==> src/rtl/uop_issue_sched.sv <==
// Round-robin issue scheduler sharing one fixed-latency, non-stallable datapath
// between N_REQ requesters; results return in issue order through a credit-guarded FIFO.
module uop_issue_sched #(
    parameter int N_REQ      = 4,
    parameter int W          = 32,
    parameter int LAT        = 1,
    parameter int FIFO_DEPTH = 4,
    parameter int IDW        = (N_REQ > 1) ? $clog2(N_REQ) : 1,
    parameter int SHW        = $clog2(W)
) (
    input  logic                 clk,
    input  logic                 rst_n,
    input  logic [N_REQ-1:0]     req_valid,
    output logic [N_REQ-1:0]     req_ready,
    input  logic [N_REQ*W-1:0]   req_src,
    input  logic [N_REQ*SHW-1:0] req_shamt,
    output logic [W-1:0]         dp_src,
    output logic [SHW-1:0]       dp_shamt,
    input  logic [W-1:0]         dp_dst,
    output logic                 rsp_valid,
    input  logic                 rsp_ready,
    output logic [W-1:0]         rsp_data,
    output logic [IDW-1:0]       rsp_id,
    output logic                 busy
);

    localparam int CW = $clog2(FIFO_DEPTH + 1);
    localparam int PW = (FIFO_DEPTH > 1) ? $clog2(FIFO_DEPTH) : 1;

    logic [IDW-1:0] rrPtr_q, rrPtr_d;
    logic [IDW-1:0] grant;
    logic [IDW-1:0] hiIdx, loIdx;
    logic           hiFound;
    logic           issue;
    logic           pop;
    logic [CW-1:0]  outstanding_q, outstanding_d;
    logic           pushValid;
    logic [IDW-1:0] pushId;

    logic [W-1:0]   fifoData_q [FIFO_DEPTH];
    logic [IDW-1:0] fifoId_q   [FIFO_DEPTH];
    logic [PW-1:0]  wrPtr_q, wrPtr_d, rdPtr_q, rdPtr_d;
    logic [CW-1:0]  count_q, count_d;

    // Descending scan leaves the lowest valid index at or above the pointer in
    // hiIdx and the lowest valid index below it in loIdx; hi wins when present.
    always_comb begin
        hiFound = 1'b0;
        hiIdx   = '0;
        loIdx   = '0;
        for (int i = N_REQ - 1; i >= 0; i--) begin
            if (req_valid[i]) begin
                if (i >= int'(rrPtr_q)) begin
                    hiFound = 1'b1;
                    hiIdx   = IDW'(i);
                end else begin
                    loIdx   = IDW'(i);
                end
            end
        end
        grant = hiFound ? hiIdx : loIdx;
    end

    assign issue = rst_n && (|req_valid) && (outstanding_q < CW'(FIFO_DEPTH));
    assign pop   = rsp_valid && rsp_ready;
    assign busy  = (outstanding_q != '0);

    always_comb begin
        req_ready = '0;
        dp_src    = '0;
        dp_shamt  = '0;
        for (int i = 0; i < N_REQ; i++) begin
            if (issue && (grant == IDW'(i))) begin
                req_ready[i] = 1'b1;
                dp_src       = req_src[i*W +: W];
                dp_shamt     = req_shamt[i*SHW +: SHW];
            end
        end
    end

    always_comb begin
        rrPtr_d       = rrPtr_q;
        outstanding_d = outstanding_q;
        if (issue) begin
            rrPtr_d = (grant == IDW'(N_REQ - 1)) ? '0 : grant + IDW'(1);
        end
        if (issue && !pop) begin
            outstanding_d = outstanding_q + CW'(1);
        end else if (!issue && pop) begin
            outstanding_d = outstanding_q - CW'(1);
        end
    end

    always_ff @(posedge clk or negedge rst_n) begin
        if (!rst_n) begin
            rrPtr_q       <= '0;
            outstanding_q <= '0;
        end else begin
            rrPtr_q       <= rrPtr_d;
            outstanding_q <= outstanding_d;
        end
    end

    // Valid/id travel beside the datapath; clearing them on reset drops in-flight results.
    generate
        if (LAT == 0) begin : g_noPipe
            assign pushValid = issue;
            assign pushId    = grant;
        end else begin : g_pipe
            logic [LAT-1:0] trkVld_q;
            logic [IDW-1:0] trkId_q [LAT];

            always_ff @(posedge clk or negedge rst_n) begin
                if (!rst_n) begin
                    trkVld_q <= '0;
                    for (int i = 0; i < LAT; i++) begin
                        trkId_q[i] <= '0;
                    end
                end else begin
                    trkVld_q[0] <= issue;
                    trkId_q[0]  <= grant;
                    for (int i = 1; i < LAT; i++) begin
                        trkVld_q[i] <= trkVld_q[i-1];
                        trkId_q[i]  <= trkId_q[i-1];
                    end
                end
            end

            assign pushValid = trkVld_q[LAT-1];
            assign pushId    = trkId_q[LAT-1];
        end
    endgenerate

    always_comb begin
        wrPtr_d = wrPtr_q;
        rdPtr_d = rdPtr_q;
        count_d = count_q;
        if (pushValid) begin
            wrPtr_d = (wrPtr_q == PW'(FIFO_DEPTH - 1)) ? '0 : wrPtr_q + PW'(1);
        end
        if (pop) begin
            rdPtr_d = (rdPtr_q == PW'(FIFO_DEPTH - 1)) ? '0 : rdPtr_q + PW'(1);
        end
        if (pushValid && !pop) begin
            count_d = count_q + CW'(1);
        end else if (!pushValid && pop) begin
            count_d = count_q - CW'(1);
        end
    end

    // Credits bound occupancy, so a push never finds the FIFO full without a pop.
    always_ff @(posedge clk or negedge rst_n) begin
        if (!rst_n) begin
            wrPtr_q <= '0;
            rdPtr_q <= '0;
            count_q <= '0;
            for (int i = 0; i < FIFO_DEPTH; i++) begin
                fifoData_q[i] <= '0;
                fifoId_q[i]   <= '0;
            end
        end else begin
            wrPtr_q <= wrPtr_d;
            rdPtr_q <= rdPtr_d;
            count_q <= count_d;
            if (pushValid) begin
                fifoData_q[wrPtr_q] <= dp_dst;
                fifoId_q[wrPtr_q]   <= pushId;
            end
        end
    end

    assign rsp_valid = (count_q != '0);
    assign rsp_data  = fifoData_q[rdPtr_q];
    assign rsp_id    = fifoId_q[rdPtr_q];

endmodule

==> config.mk <==
export PLATFORM = sky130hd
export DESIGN_NAME = uop_issue_sched
export DESIGN_NICKNAME = d
export VERILOG_FILES = /design/src/rtl/uop_issue_sched.sv
export SDC_FILE = /design/constraint.sdc
export NUM_CORES = 1
export LEC_CHECK = 0
export ABC_AREA = 1
export CAP_MARGIN = 20
export CORE_MARGIN = 4
export CORE_UTILIZATION = 58
export DETAILED_ROUTE_END_ITERATION = 7
export DONT_BUFFER_PORTS = 1
export MAX_ROUTING_LAYER = met4
export PLACE_DENSITY_LB_ADDON = 0.05
export SLEW_MARGIN = 15
export SYNTH_ARGS = -nofsm -noshare
export SYNTH_HDL_FRONTEND = slang
export SYNTH_SLANG_ARGS = --single-unit
==> constraint.sdc <==
create_clock -name clk -period 2.3 [get_ports clk]
set_input_delay 0.46 -clock clk [delete_from_list [all_inputs] [get_ports clk]]
set_output_delay 0.46 -clock clk [all_outputs]
set_load 0.02 [all_outputs]
# Word-level counts from Yosys, hierarchy flattened
# Cells that the tools add are included.
# op_classes
magnitude_cmp	7
n_bitwise	2
n_mux	52
eq_ne	5
n_addsub	7
n_reduce_logical	21
# ops
cell	n
32-bit 2-to-1 mux	7
128-bit bitwise mux	1
32-bit binary-select mux with 2-bit select	1
32-bit demux with 2-bit select	1
2-bit 2-to-1 mux	20
5-bit 2-to-1 mux	4
1-bit logical AND	12
3-bit 2-to-1 mux	4
1-bit 2-to-1 mux	11
8-bit bitwise mux	1
2-bit equality test (second input constant)	4
2-bit by 1-bit adder with 2-bit output (second input constant)	3
3-bit by 1-bit adder with 3-bit output (second input constant)	2
3-bit >= comparator (second input constant)	2
2-bit NOT with 3-bit output	2
3-bit nonzero test	2
3-bit by 1-bit subtractor with 3-bit output (second input constant)	2
2-bit binary-select mux with 2-bit select	1
2-bit demux with 2-bit select	1
1-bit by 2-bit >= comparator with 1-bit output (first input constant)	2
2-bit nonzero test	2
4-bit OR reduction	1
1-bit logical NOT	3
3-bit by 1-bit less-than comparator with 1-bit output (second input constant)	1
4 further kinds	4
# word_totals
out_inout_bits	77
regBits	151
wordCells	109
input_bits	187

# Depth between registers and ports, before layout
# logic_depth
word_depth	14
ltp_mapped	15
mapped_depth_nobuf	13

# Least setup slack after synthesis
# Ideal clock, no wire load.
# synth_timing
path_type	input to output
start	input port req_valid[0]
end	output port dp_src[19]
path_stages	13
slack_ns	-0.095
path_buffers	2
t_required_ns	1.840
arrival_time_ns	1.935
cell_sequence	inv_1 -> nor3_1 -> inv_1 -> nand2_1 -> inv_1 -> ha_1 -> buf_4 -> clkbuf_1 -> nor2_1 -> nand4_1 -> nand3_1 -> nand2_1 -> nand2_1
# synth_via
elab_chain_cells	8
elab_cells_between_ends	19
cone_classes	eq/ne: 3; mux: 8; reduce/logical: 8
# synth_rtl
element	line	rtl
start, declared	13	input logic [N_REQ-1:0] req_valid,
2-bit 2-to-1 mux / 1-bit 2-to-1 mux (equally long branches)	52	if (req_valid[i]) begin
2-bit 2-to-1 mux (*)	61	grant = hiFound ? hiIdx : loIdx;
net grant[0]	31	logic [IDW-1:0] grant;
2-bit logical NOT	73	if (issue && (grant == IDW'(i))) begin
1-bit logical AND	73	
32-bit 2-to-1 mux (3 in a row)	73	
32-bit 2-to-1 mux (*)	73	
end, declared	17	output logic [W-1:0] dp_src,
# The timed path passes the listed nets; every way through them passes the cells marked *.

# Final worst setup path
# layout_timing
start	register rrPtr_q[0]
end	output port dp_src[29]
# layout_via
elab_chain_cells	14
elab_cells_between_ends	34
cone_classes	order compare: 3; eq/ne: 3; mux: 23; reduce/logical: 5
# layout_rtl
element	line	rtl
start, declared	30	logic [IDW-1:0] rrPtr_q, rrPtr_d;
start signal, assigned	99	rrPtr_q <= rrPtr_d;
2-bit >= comparator	53	if (i >= int'(rrPtr_q)) begin
2-bit 2-to-1 mux / 1-bit 2-to-1 mux (equally long branches)	53	
2-bit 2-to-1 mux / 1-bit 2-to-1 mux (equally long branches)	52	
2-bit 2-to-1 mux / 1-bit 2-to-1 mux (equally long branches)	53	
2-bit 2-to-1 mux / 1-bit 2-to-1 mux (equally long branches)	52	
2-bit 2-to-1 mux / 1-bit 2-to-1 mux (equally long branches)	53	
2-bit 2-to-1 mux / 1-bit 2-to-1 mux (equally long branches)	52	
2-bit 2-to-1 mux (*)	61	
net grant[0]	31	
2-bit logical NOT	73	
1-bit logical AND	73	
32-bit 2-to-1 mux (3 in a row)	73	
32-bit 2-to-1 mux (*)	73	
# Marked as above.

==> metrics.txt <==
CTS tree=built; critical path arrival=2.25 ns; Net Sw Power=6.72 mW; reg2reg start=outstanding_q[2]$_DFFE_PN0P_; I/O Buffers=0; crit path capture type=output port; FF-to-FF path depth=10; clock skew=0.00911 ns; Static Leak=5.45 nW; initial antenna violation count=0; row cnt=45; via count=8604; total global-route track usage=28.5%; Comb pwr share=51.9%; Reg power frac=29.8%; Min Clock Period, post-route=2.71 ns; final setup vio count=41; DP Wirelength=16600 um; Syn Inst Count=1262; Synth Flop Type=dfrtp_1; Max Cap Viol=0; Reg clk slew, reported paths=0.06 ns; CTS buffer count=17; mean routed wirelength per cell=17.0 um; Clock Path Buffers=2; fin crit share=118%; FF-to-FF setup slack=0.24 ns; WHS=-0.261 ns; pin count of the biggest net entering global routing=153; drt pass-1 iters=5; clock net sink count=151; synth warn=0; I/O Pins=264; Final Hold Viols=151; Post-Syn Area per Cell=7.23 um2; gr ovfl total=0; initial core utilization=59.6%; Vert. Die Dim=133 um; clk root buf=clkbuf_16; Skew-Pair Late Insertion Delay=0.41 ns; nets@finish=1477; Iteration-0 DRC Markers=504; Rel. slew slack=64.4%; layout cells sized above 1=20.2%; CP startpoint=rrPtr_q[0]$_DFFE_PN0P_; failing checks=hold timing, setup timing; Routed WL=25500 um; vias in the first global route=7926; Clock Power Share=18.3%; post-synthesis sequential element count=151; Mapped Area=0.00912 mm2; share of the yosys chip area belonging to registers=41.4%; gp weighted congestion=0.918; final instance area=0.0107 mm2; peak supply drop=631 uV; Syn-to-layout area delta=17.8%; Core ar.=0.0153 mm2; P per Cell Area=1470 mW/mm2; switch share=42.5%; first-pass GRT wire length=40000 um; post-synth cell types=31; Hold Crit Class=in2async; commonest non-fill, non-tap cells in the layout=nand2_1, dfrtp_1, o21ai_0, inv_1, nand4_1; RR Endpoint=outstanding_q[2]$_DFFE_PN0P_; Int Pwr=9.10 mW; Worst Path Required=1.84 ns; commonest non-fill, non-tap cell in the layout=nand2_1; Post-synth EDFFs=0; pre-CTS setup slack=-0.122 ns; Slew Viols, Final=0; Least-Margin Pin Slew=0.532 ns; FMAX=370 MHz; Via-to-Cell Ratio=5.74; die area=0.0178 mm2; RSZ-0062 raised after global routing=true; Antenna Cells=0; CP Max Fanout=21; Final WS setup=-0.406 ns; crit path kind=reg2out; Routed Antenna Nets=0; Async SR Flop Fraction=100%; residual DRC count=0; die width=133 um; status=complete, but fails checks; H-tree depth=4; placed inst area=0.00967 mm2; Critical Path Start Type=flop; syn nets=1462
==> metrics by stage <==
step                total power [mW]  util [%]  instances  hold slack (ns)  TNS (ns)
finish                          15.8      70.1       1498           -0.261    -13.25
global route                    17.0      70.1       1498           -0.285    -18.29
CTS                             15.7      69.1       1493           -0.274    -11.32
detailed placement              12.4      63.1       1456            0.168     -3.42
global placement                12.2      63.1       1456            0.168     -2.11
floorplan                       9.95         -       1262            0.164    -0.264
==> routing by layer <==
metal | vias up | track usage (%) | share of wire (%)
met5 | - | - | 0
met4 | 0 | 11.7 | 4.0
met3 | 72 | 4.87 | 5.7
met2 | 335 | 46.4 | 49
li1 | 4152 | - | -
met1 | 4045 | 35.6 | 41
==> worst max-delay path by stage <==
| stage | to | slack, ns | cells past startpoint |
|---|---|---|---|
| after global routing | dp_src[29] | -0.57 | 11 |
| after floorplan | dp_src[19] | -0.02 | 13 |
| after CTS | dp_src[21] | -0.32 | 11 |
| after global placement | dp_src[11] | -0.08 | 12 |
| final | dp_src[29] | -0.41 | 11 |
| after detailed placement | dp_src[18] | -0.12 | 12 |
==> state kept, by name, indices dropped and copies added, names as in the netlist <==
register / cells
rrPtr_q: 2
rdPtr_q: 2
count_q: 3
wrPtr_q: 2
fifoData_q: 128
outstanding_q: 3
g_pipe.trkId_q: 2
fifoId_q: 8
g_pipe.trkVld_q: 1
==> cells by family (layout without fill, tap and decap cells) <==
logic type	count (synthesis)	after routing	synth area share (%)
simple gates	579	579	28.5
flops	151	151	41.4
mux	2	2	0.247
fa+ha+maj	13	13	1.95
xor+xnor	4	4	0.384
buf+inv	266	291	13.4
compound gates	247	247	14.0
==> synthesized netlist by cell type, drive strengths merged, types with 4 or more instances <==
library cell  instances  share of area (%)
nand2               307                 13
o21ai               208                 11
inv                 165                6.8
dfrtp               151                 41
nor2                119                5.0
nand4               111                7.6
buf                  62                5.0
nand3                41                2.4
clkbuf               39                1.6
o22ai                34                2.3
ha                   11                1.5
a21oi                 4               0.22
==> cell type report <==
type                       instances  area (um2)
timing repair buffer              97        1070
tap                              211         264
sequential                       151        3780
inverter                         165         627
multi-input combinational        845        4380
clock buffer                      21         470
clock inverter                     8         148
fill                            1341        4570
==> worst max-delay path, stage by stage, from the launching register on <==
cell     delay, ns
dfrtp_1       0.42
nor3_4        0.25
inv_2         0.08
nand2_4       0.10
inv_4         0.05
ha_4          0.20
buf_12        0.17
nor2_1        0.13
nand4_1       0.13
nand3_1       0.09
nand2_1       0.08
nand2_2       0.12
==> power by group through the flow <==
stage | clock network, mW | registers, mW | logic, mW
after global placement | 0 | 4.68 | 7.53
after CTS | 2.93 | 4.70 | 8.10
after global routing | 3.06 | 4.89 | 9.04
after detailed placement | 0 | 4.71 | 7.65
after floorplan | 0 | 4.56 | 5.39
final | 2.90 | 4.71 | 8.21
==> timing repair <==
action,in CTS,in global routing
endpoints found under the hold margin,151,151
endpoints found under the setup margin,42,48
buffers inserted,6,3
pin swaps,9,11
resized for setup,55,30
gates cloned,2,3
No activity file was read; power rests on OpenSTA's default activity.
